==> src/rtl/llc_dram_issuer_pkg.sv <==
// Shared types and sizing for the LLC-to-DRAM request issuer.
// Widths here fix the request and tracker entry layouts.
package llc_dram_issuer_pkg;

  localparam int PADDR_BITS    = 19;
  localparam int TAG_BITS      = 4;
  localparam int REQ_DEPTH     = 4;
  localparam int MAX_RD_OUT    = 8;
  localparam int RD_RETURN_LAT = 23;
  localparam int TS_BITS       = 16;

  typedef struct packed {
    logic                  we;
    logic [PADDR_BITS-2:0] addr;
    logic [63:0]           wdata;
    logic [TAG_BITS-1:0]   tag;
  } issue_req_t;

  typedef struct packed {
    logic [TAG_BITS-1:0] tag;
    logic [TS_BITS-1:0]  due;
  } rd_track_t;

  typedef enum logic [1:0] {
    IDLE,
    PRESENT,
    OBSERVE
  } issuer_state_e;

endpackage

==> src/rtl/sync_fifo.sv <==
// Synchronous FIFO with full/empty/count and a look-ahead of the
// head and occupancy as they will be after this cycle's push/pop.
module sync_fifo #(
  parameter int  DEPTH = 4,
  parameter type T     = logic
) (
  input  logic                       clk,
  input  logic                       rst,
  input  logic                       push,
  input  T                           din,
  input  logic                       pop,
  output T                           dout,
  output T                           dout_nxt,
  output logic                       full,
  output logic                       empty,
  output logic [$clog2(DEPTH):0]     count,
  output logic [$clog2(DEPTH):0]     count_nxt
);

  localparam int AW = $clog2(DEPTH);
  localparam int CW = AW + 1;

  T              mem_q [DEPTH];
  T              mem_d [DEPTH];
  logic [AW-1:0] wr_q, wr_d;
  logic [AW-1:0] rd_q, rd_d;
  logic [CW-1:0] cnt_q, cnt_d;
  logic          do_push, do_pop;

  assign full  = cnt_q == CW'(DEPTH);
  assign empty = cnt_q == '0;
  assign count = cnt_q;
  assign dout  = mem_q[rd_q];

  always_comb begin
    do_push = push && !full;
    do_pop  = pop && !empty;
    mem_d   = mem_q;
    wr_d    = wr_q;
    rd_d    = rd_q;
    cnt_d   = cnt_q;
    if (do_push) begin
      mem_d[wr_q] = din;
      wr_d        = wr_q + 1'b1;
    end
    if (do_pop) begin
      rd_d = rd_q + 1'b1;
    end
    if (do_push && !do_pop) begin
      cnt_d = cnt_q + 1'b1;
    end else if (do_pop && !do_push) begin
      cnt_d = cnt_q - 1'b1;
    end
  end

  assign dout_nxt  = mem_d[rd_d];
  assign count_nxt = cnt_d;

  always_ff @(posedge clk) begin
    if (rst) begin
      wr_q  <= '0;
      rd_q  <= '0;
      cnt_q <= '0;
    end else begin
      wr_q  <= wr_d;
      rd_q  <= rd_d;
      cnt_q <= cnt_d;
    end
  end

  always_ff @(posedge clk) begin
    mem_q <= mem_d;
  end

endmodule

==> src/rtl/llc_dram_req_issuer.sv <==
// Feeds buffered LLC requests to the DDR4 controller one command per
// two cycles and returns read data in issue order a fixed time later.
module llc_dram_req_issuer
  import llc_dram_issuer_pkg::*;
(
  input  logic                  clk_in,
  input  logic                  rst_in,
  input  logic                  llc_req_valid_in,
  output logic                  llc_req_ready_out,
  input  logic                  llc_req_we_in,
  input  logic [PADDR_BITS-2:0] llc_req_addr_in,
  input  logic [63:0]           llc_req_wdata_in,
  input  logic [TAG_BITS-1:0]   llc_req_tag_in,
  output logic                  ctrl_valid_out,
  output logic [PADDR_BITS-1:0] ctrl_addr_out,
  output logic [63:0]           ctrl_wdata_out,
  output logic                  ctrl_wdata_oe_out,
  input  logic [63:0]           ctrl_rdata_in,
  input  logic                  ctrl_cs_N_in,
  input  logic                  ctrl_act_in,
  input  logic                  ctrl_col_in,
  output logic                  llc_resp_valid_out,
  output logic [TAG_BITS-1:0]   llc_resp_tag_out,
  output logic [63:0]           llc_resp_data_out,
  output logic                  rd_full_out
);

  localparam int RCW = $clog2(REQ_DEPTH) + 1;
  localparam int TCW = $clog2(MAX_RD_OUT) + 1;

  issuer_state_e         state_q, state_d;
  logic [TS_BITS-1:0]    ts_q, ts_d;
  logic                  cvalid_q, cvalid_d;
  logic [PADDR_BITS-1:0] caddr_q, caddr_d;
  logic [63:0]           cwdata_q, cwdata_d;
  logic                  coe_q, coe_d;

  issue_req_t     req_in, req_head, req_nxt;
  rd_track_t      trk_in, trk_head, trk_unused_nxt;
  logic           req_push, req_pop, req_full, req_empty;
  logic           trk_push, trk_pop, trk_full, trk_empty;
  logic [RCW-1:0] req_unused_count, req_count_nxt;
  logic [TCW-1:0] trk_count, trk_count_nxt;
  logic           col_seen, head_ok, nxt_ok;

  sync_fifo #(
    .DEPTH (REQ_DEPTH),
    .T     (issue_req_t)
  ) u_req_fifo (
    .clk       (clk_in),
    .rst       (rst_in),
    .push      (req_push),
    .din       (req_in),
    .pop       (req_pop),
    .dout      (req_head),
    .dout_nxt  (req_nxt),
    .full      (req_full),
    .empty     (req_empty),
    .count     (req_unused_count),
    .count_nxt (req_count_nxt)
  );

  sync_fifo #(
    .DEPTH (MAX_RD_OUT),
    .T     (rd_track_t)
  ) u_rd_track (
    .clk       (clk_in),
    .rst       (rst_in),
    .push      (trk_push),
    .din       (trk_in),
    .pop       (trk_pop),
    .dout      (trk_head),
    .dout_nxt  (trk_unused_nxt),
    .full      (trk_full),
    .empty     (trk_empty),
    .count     (trk_count),
    .count_nxt (trk_count_nxt)
  );

  always_comb begin
    req_in.we    = llc_req_we_in;
    req_in.addr  = llc_req_addr_in;
    req_in.wdata = llc_req_wdata_in;
    req_in.tag   = llc_req_tag_in;
    col_seen     = !ctrl_cs_N_in && ctrl_act_in && ctrl_col_in;
    req_push     = llc_req_valid_in && !req_full;
    req_pop      = (state_q == OBSERVE) && col_seen;
    trk_push     = req_pop && !req_head.we;
    trk_in.tag   = req_head.tag;
    trk_in.due   = ts_q + TS_BITS'(RD_RETURN_LAT);
    trk_pop      = !trk_empty && (trk_head.due == ts_q);
    head_ok      = !req_empty &&
                   (req_head.we || trk_count < TCW'(MAX_RD_OUT));
    // OBSERVE decides on the post-pop head and post-push read count
    nxt_ok       = (req_count_nxt != '0) &&
                   (req_nxt.we || trk_count_nxt < TCW'(MAX_RD_OUT));
    ts_d         = ts_q + 1'b1;
    state_d      = state_q;
    unique case (state_q)
      IDLE:    if (head_ok) state_d = PRESENT;
      PRESENT: state_d = OBSERVE;
      OBSERVE: state_d = nxt_ok ? PRESENT : IDLE;
      default: state_d = IDLE;
    endcase
    cvalid_d = state_d == PRESENT;
    caddr_d  = cvalid_d ? {req_nxt.we, req_nxt.addr} : '0;
    cwdata_d = cvalid_d ? req_nxt.wdata : '0;
    coe_d    = cvalid_d && req_nxt.we;
  end

  always_ff @(posedge clk_in) begin
    if (rst_in) begin
      state_q  <= IDLE;
      ts_q     <= '0;
      cvalid_q <= 1'b0;
      caddr_q  <= '0;
      cwdata_q <= '0;
      coe_q    <= 1'b0;
    end else begin
      state_q  <= state_d;
      ts_q     <= ts_d;
      cvalid_q <= cvalid_d;
      caddr_q  <= caddr_d;
      cwdata_q <= cwdata_d;
      coe_q    <= coe_d;
    end
  end

  assign llc_req_ready_out  = !req_full;
  assign ctrl_valid_out     = cvalid_q;
  assign ctrl_addr_out      = caddr_q;
  assign ctrl_wdata_out     = cwdata_q;
  assign ctrl_wdata_oe_out  = coe_q;
  assign llc_resp_valid_out = trk_pop;
  assign llc_resp_tag_out   = trk_pop ? trk_head.tag : '0;
  assign llc_resp_data_out  = trk_pop ? ctrl_rdata_in : '0;
  assign rd_full_out        = trk_full;

endmodule

==> config.mk <==
export PLATFORM = sky130hd
export DESIGN_NAME = llc_dram_req_issuer
export DESIGN_NICKNAME = d
export VERILOG_FILES = /design/src/rtl/llc_dram_issuer_pkg.sv /design/src/rtl/sync_fifo.sv /design/src/rtl/llc_dram_req_issuer.sv
export SDC_FILE = /design/constraint.sdc
export NUM_CORES = 1
export LEC_CHECK = 0
export ABC_AREA = 1
export CELL_PAD_IN_SITES_DETAIL_PLACEMENT = 1
export CELL_PAD_IN_SITES_GLOBAL_PLACEMENT = 2
export CORE_ASPECT_RATIO = 1.1
export CORE_MARGIN = 1.5
export CORE_UTILIZATION = 31
export DETAILED_ROUTE_END_ITERATION = 16
export PLACE_DENSITY = 0.83
export SKIP_CTS_REPAIR_TIMING = 1
export SYNTH_ARGS = -nofsm -noshare
export SYNTH_HDL_FRONTEND = slang
export SYNTH_SLANG_ARGS = --single-unit
==> constraint.sdc <==
create_clock -name clk_in -period 2.98 [get_ports clk_in]
set_input_delay 0.596 -clock clk_in [delete_from_list [all_inputs] [get_ports clk_in]]
set_output_delay 0.596 -clock clk_in [all_outputs]
set_load 0.02 [all_outputs]
==> qor.csv <==
stage;metric;value;unit
power;vdd_drop_max;465;uV
floorplanning;initial_core_util;0.313;
place;preCtsSetupSlack;-506;ps
clock_network;clockBufferDepth;3;
global_routing;antenna_found_initial;8;
sta;slew-limit-headroom;0.477;
synth;synth_edf_count;176;
floorplanning;core;0.0864;mm^2
final_layout;drive_gt1_frac;0.164;
critical_path;critPathMaxFanout;11;
route;dr.pass1.iters;5;
final_layout;nets;3699;
route;final_antenna_net_count;0;
synth;synth_cell_types;38;
synth;synth_top_area_frac;0.335;
critical_path;crit_path_cell_trace;inv_2 -> buf_12 -> buf_4 -> nand2_1 -> nand3_1 -> nand3_1 -> nand4_1 -> nor2_2 -> nand3_4 -> buf_12 -> clkbuf_16 -> nor2_4 -> buf_6;
sta;whs;414;ps
route;via_per_inst;4.55;
worst_hold_path;hp-class;flop to flop;
synth;yosys-top-cells-area;dfxtp_1 (33%), edfxtp_1 (20%), inv_1 (8.5%);
route;wl;81.6;mm
final_layout;instances_no_fill;4736;
global_routing;grt_pass1_vias;22335;
place;place.detailed.hpwl;54.5;mm
power;p_leak;16.9;nW
critical_path;critical_path_class;flop to output port;
sta;fmax;284;MHz
critical_path;cpPeakStageDelay;430;ps
place;routabilityCongestion;0.788;
clock_network;ctsRootBufferMaster;clkbuf_16;
critical_path;worstPathArrival;2920;ps
sta;fin_ws;-539;ps
synth;synth_cells;3079;
final_layout;area_delta_synth_final;31.4;%
global_routing;overflow;0;
route;num_vias;21550;
synth;synthArstFlopShare;0;
route;wl_per_cell;17.2;um
clock_network;htreeDepth;3;
final_layout;nFillCells;9977;
status;outcome;finished with violations;
critical_path;slowest_stage;dfxtp_1;
place;port_buffers;312;
floorplanning;rows;113;
synth;ys_ff_latch;628;
clock_network;insertion_delay;630;ps
critical_path;r2r_setup_slack;-380;ps
global_routing;grt_usage;0.178;
status;violations;setup timing;
synth;syn-num-nets;3251;
sta;maxSlewViolCount;0;
clock_network;clock_sinks;628;
sta;setup_viol;155;
place;dp_cells;4591;
floorplanning;die_w;285;um
sta;skew;31.9;ps
synth;synth_warnings;0;
power;power_density;656;mW/mm^2
route;drc;0;
critical_path;crit_path_start_kind;flop;
floorplanning;die_h;313;um
synth;netlist_area;0.0270;mm^2
global_routing;grt_first_pass_wirelength;126;mm
critical_path;crit_required;2380;ps
clock_network;cts_buffers;72;
global_routing;grt_max_degree;55;
sta;finalHoldViolCount;0;
synth;yosysTopAreaCell;dfxtp_1;
sta;min_period;3520;ps
sta;period_share;1.18;
route;first_iter_violations;987;
flow_run;drv_cap;0;
floorplanning;pin_count;313;
synth;syn-mean-instance-area;8.78;um^2
sta;rsz0062_at_grt;yes;
sta;tns;-59890;ps
sta;worstMarginPinSlew;785;ps
synth;ys_seq_area_frac;0.530;
critical_path;critPathCaptureType;output port;
floorplanning;die-area;0.0890;mm^2
clock_network;clk_pin_slew;60;ps
synth;ys.flop_type;dfxtp_1;
clock_network;cts_tree;done;
-- worst paths after layout --
path | start | to | cells after the start
hold / removal | state_q[1] | state_q[1] | 1
setup reg to reg | u_rd_track.rd_q[1] | ctrl_wdata_out[54] | 21
setup / recovery | u_rd_track.rd_q[1] | llc_resp_data_out[11] | 13
hold reg to reg | state_q[1] | state_q[1] | 1
-- where the power goes --
part / internal [mW] / leakage (nW) / switching, mW
combinational: 1.85 / 10.4 / 2.20
clock: 4.92 / 1.12 / 3.64
sequential: 10.3 / 5.33 / 0.372
total: 17.1 / 16.9 / 6.21
-- routing by layer --
layer	routed length [um]	part of all wire	GRT usage
met5	76	0.00093	0
met4	1360	0.017	0.0441
met3	2860	0.035	0.0313
met2	41100	0.50	0.321
met1	36200	0.44	0.218
-- cell usage in the layout, fill, tap and decap left out, drive strengths merged, types with 122 or more instances in the layout --
cell type	netlist	routed
o21ai	485	485
nor2	262	262
clkdlybuf4s50	0	242
dfxtp	452	452
inv	618	621
nand2	228	228
or2	164	164
mux2i	164	164
buf	78	280
clkbuf	94	122
a21oi	191	191
edfxtp	176	176
-- area by class of cell --
cell class / instances / area, um^2 / area share
well taps: 1150 / 1440 / 0.0405
multi-input cells: 1661 / 9670 / 0.272
diodes: 3 / 7.51 / 0.000211
flip-flops and latches: 628 / 14300 / 0.404
clock buffers: 98 / 2010 / 0.0566
inverters: 618 / 2320 / 0.0655
clock inverters: 32 / 263 / 0.00740
repair buffers: 546 / 5450 / 0.154
-- cells by family (layout without fill, tap and decap cells) --
group	Yosys count	after routing	share of synthesized area
compound gates	687	687	0.128
fa+ha+maj	15	15	0.00694
simple gates	774	774	0.145
xor+xnor	21	21	0.00680
mux	164	164	0.0607
buf+inv	790	1294	0.122
other cells	0	3	0
flops	628	628	0.530
-- registers in the layout (all words and copies together) (netlist names) --
name / cells
ts_q: 16
u_rd_track.mem_q: 160
u_rd_track.rd_q: 3
ctrl_valid_out: 1
u_req_fifo.rd_q: 2
u_req_fifo.wr_q: 2
u_rd_track.count: 4
u_req_fifo.mem_q: 348
u_req_fifo.count: 3
ctrl_wdata_oe_out: 1
ctrl_addr_out: 19
state_q: 2
u_rd_track.wr_q: 3
ctrl_wdata_out: 64
-- synth_stat cells, types with 50 or more instances --
library cell	number
nand2_1	222
dfxtp_1	452
nor2_1	198
a21oi_1	191
o21ai_0	399
or2_2	56
nor2_4	50
nand3_1	95
clkbuf_1	92
or2_0	108
o21ai_1	86
edfxtp_1	176
inv_1	613
mux2i_1	164
-- worst max-delay path, delay by kind of cell (launching register included) --
| family | cells | cell delay [ps] |
|---|---|---|
| buffers and inverters | 6 | 890 |
| DFF | 1 | 430 |
| and+or+nand+nor | 7 | 950 |
-- stage by stage --
| step | power (mW) | util | instance area (um^2) |
|---|---|---|---|
| floorplan | 13.2 | - | 27100 |
| global placement | 14.7 | 0.382 | 33000 |
| detailed placement | 14.9 | 0.382 | 33000 |
| CTS | 23.6 | 0.408 | 35300 |
| global route | 24.5 | 0.411 | 35500 |
| finish | 23.3 | 0.411 | 35500 |
Note: power is estimated with default switching activity, not from simulation.
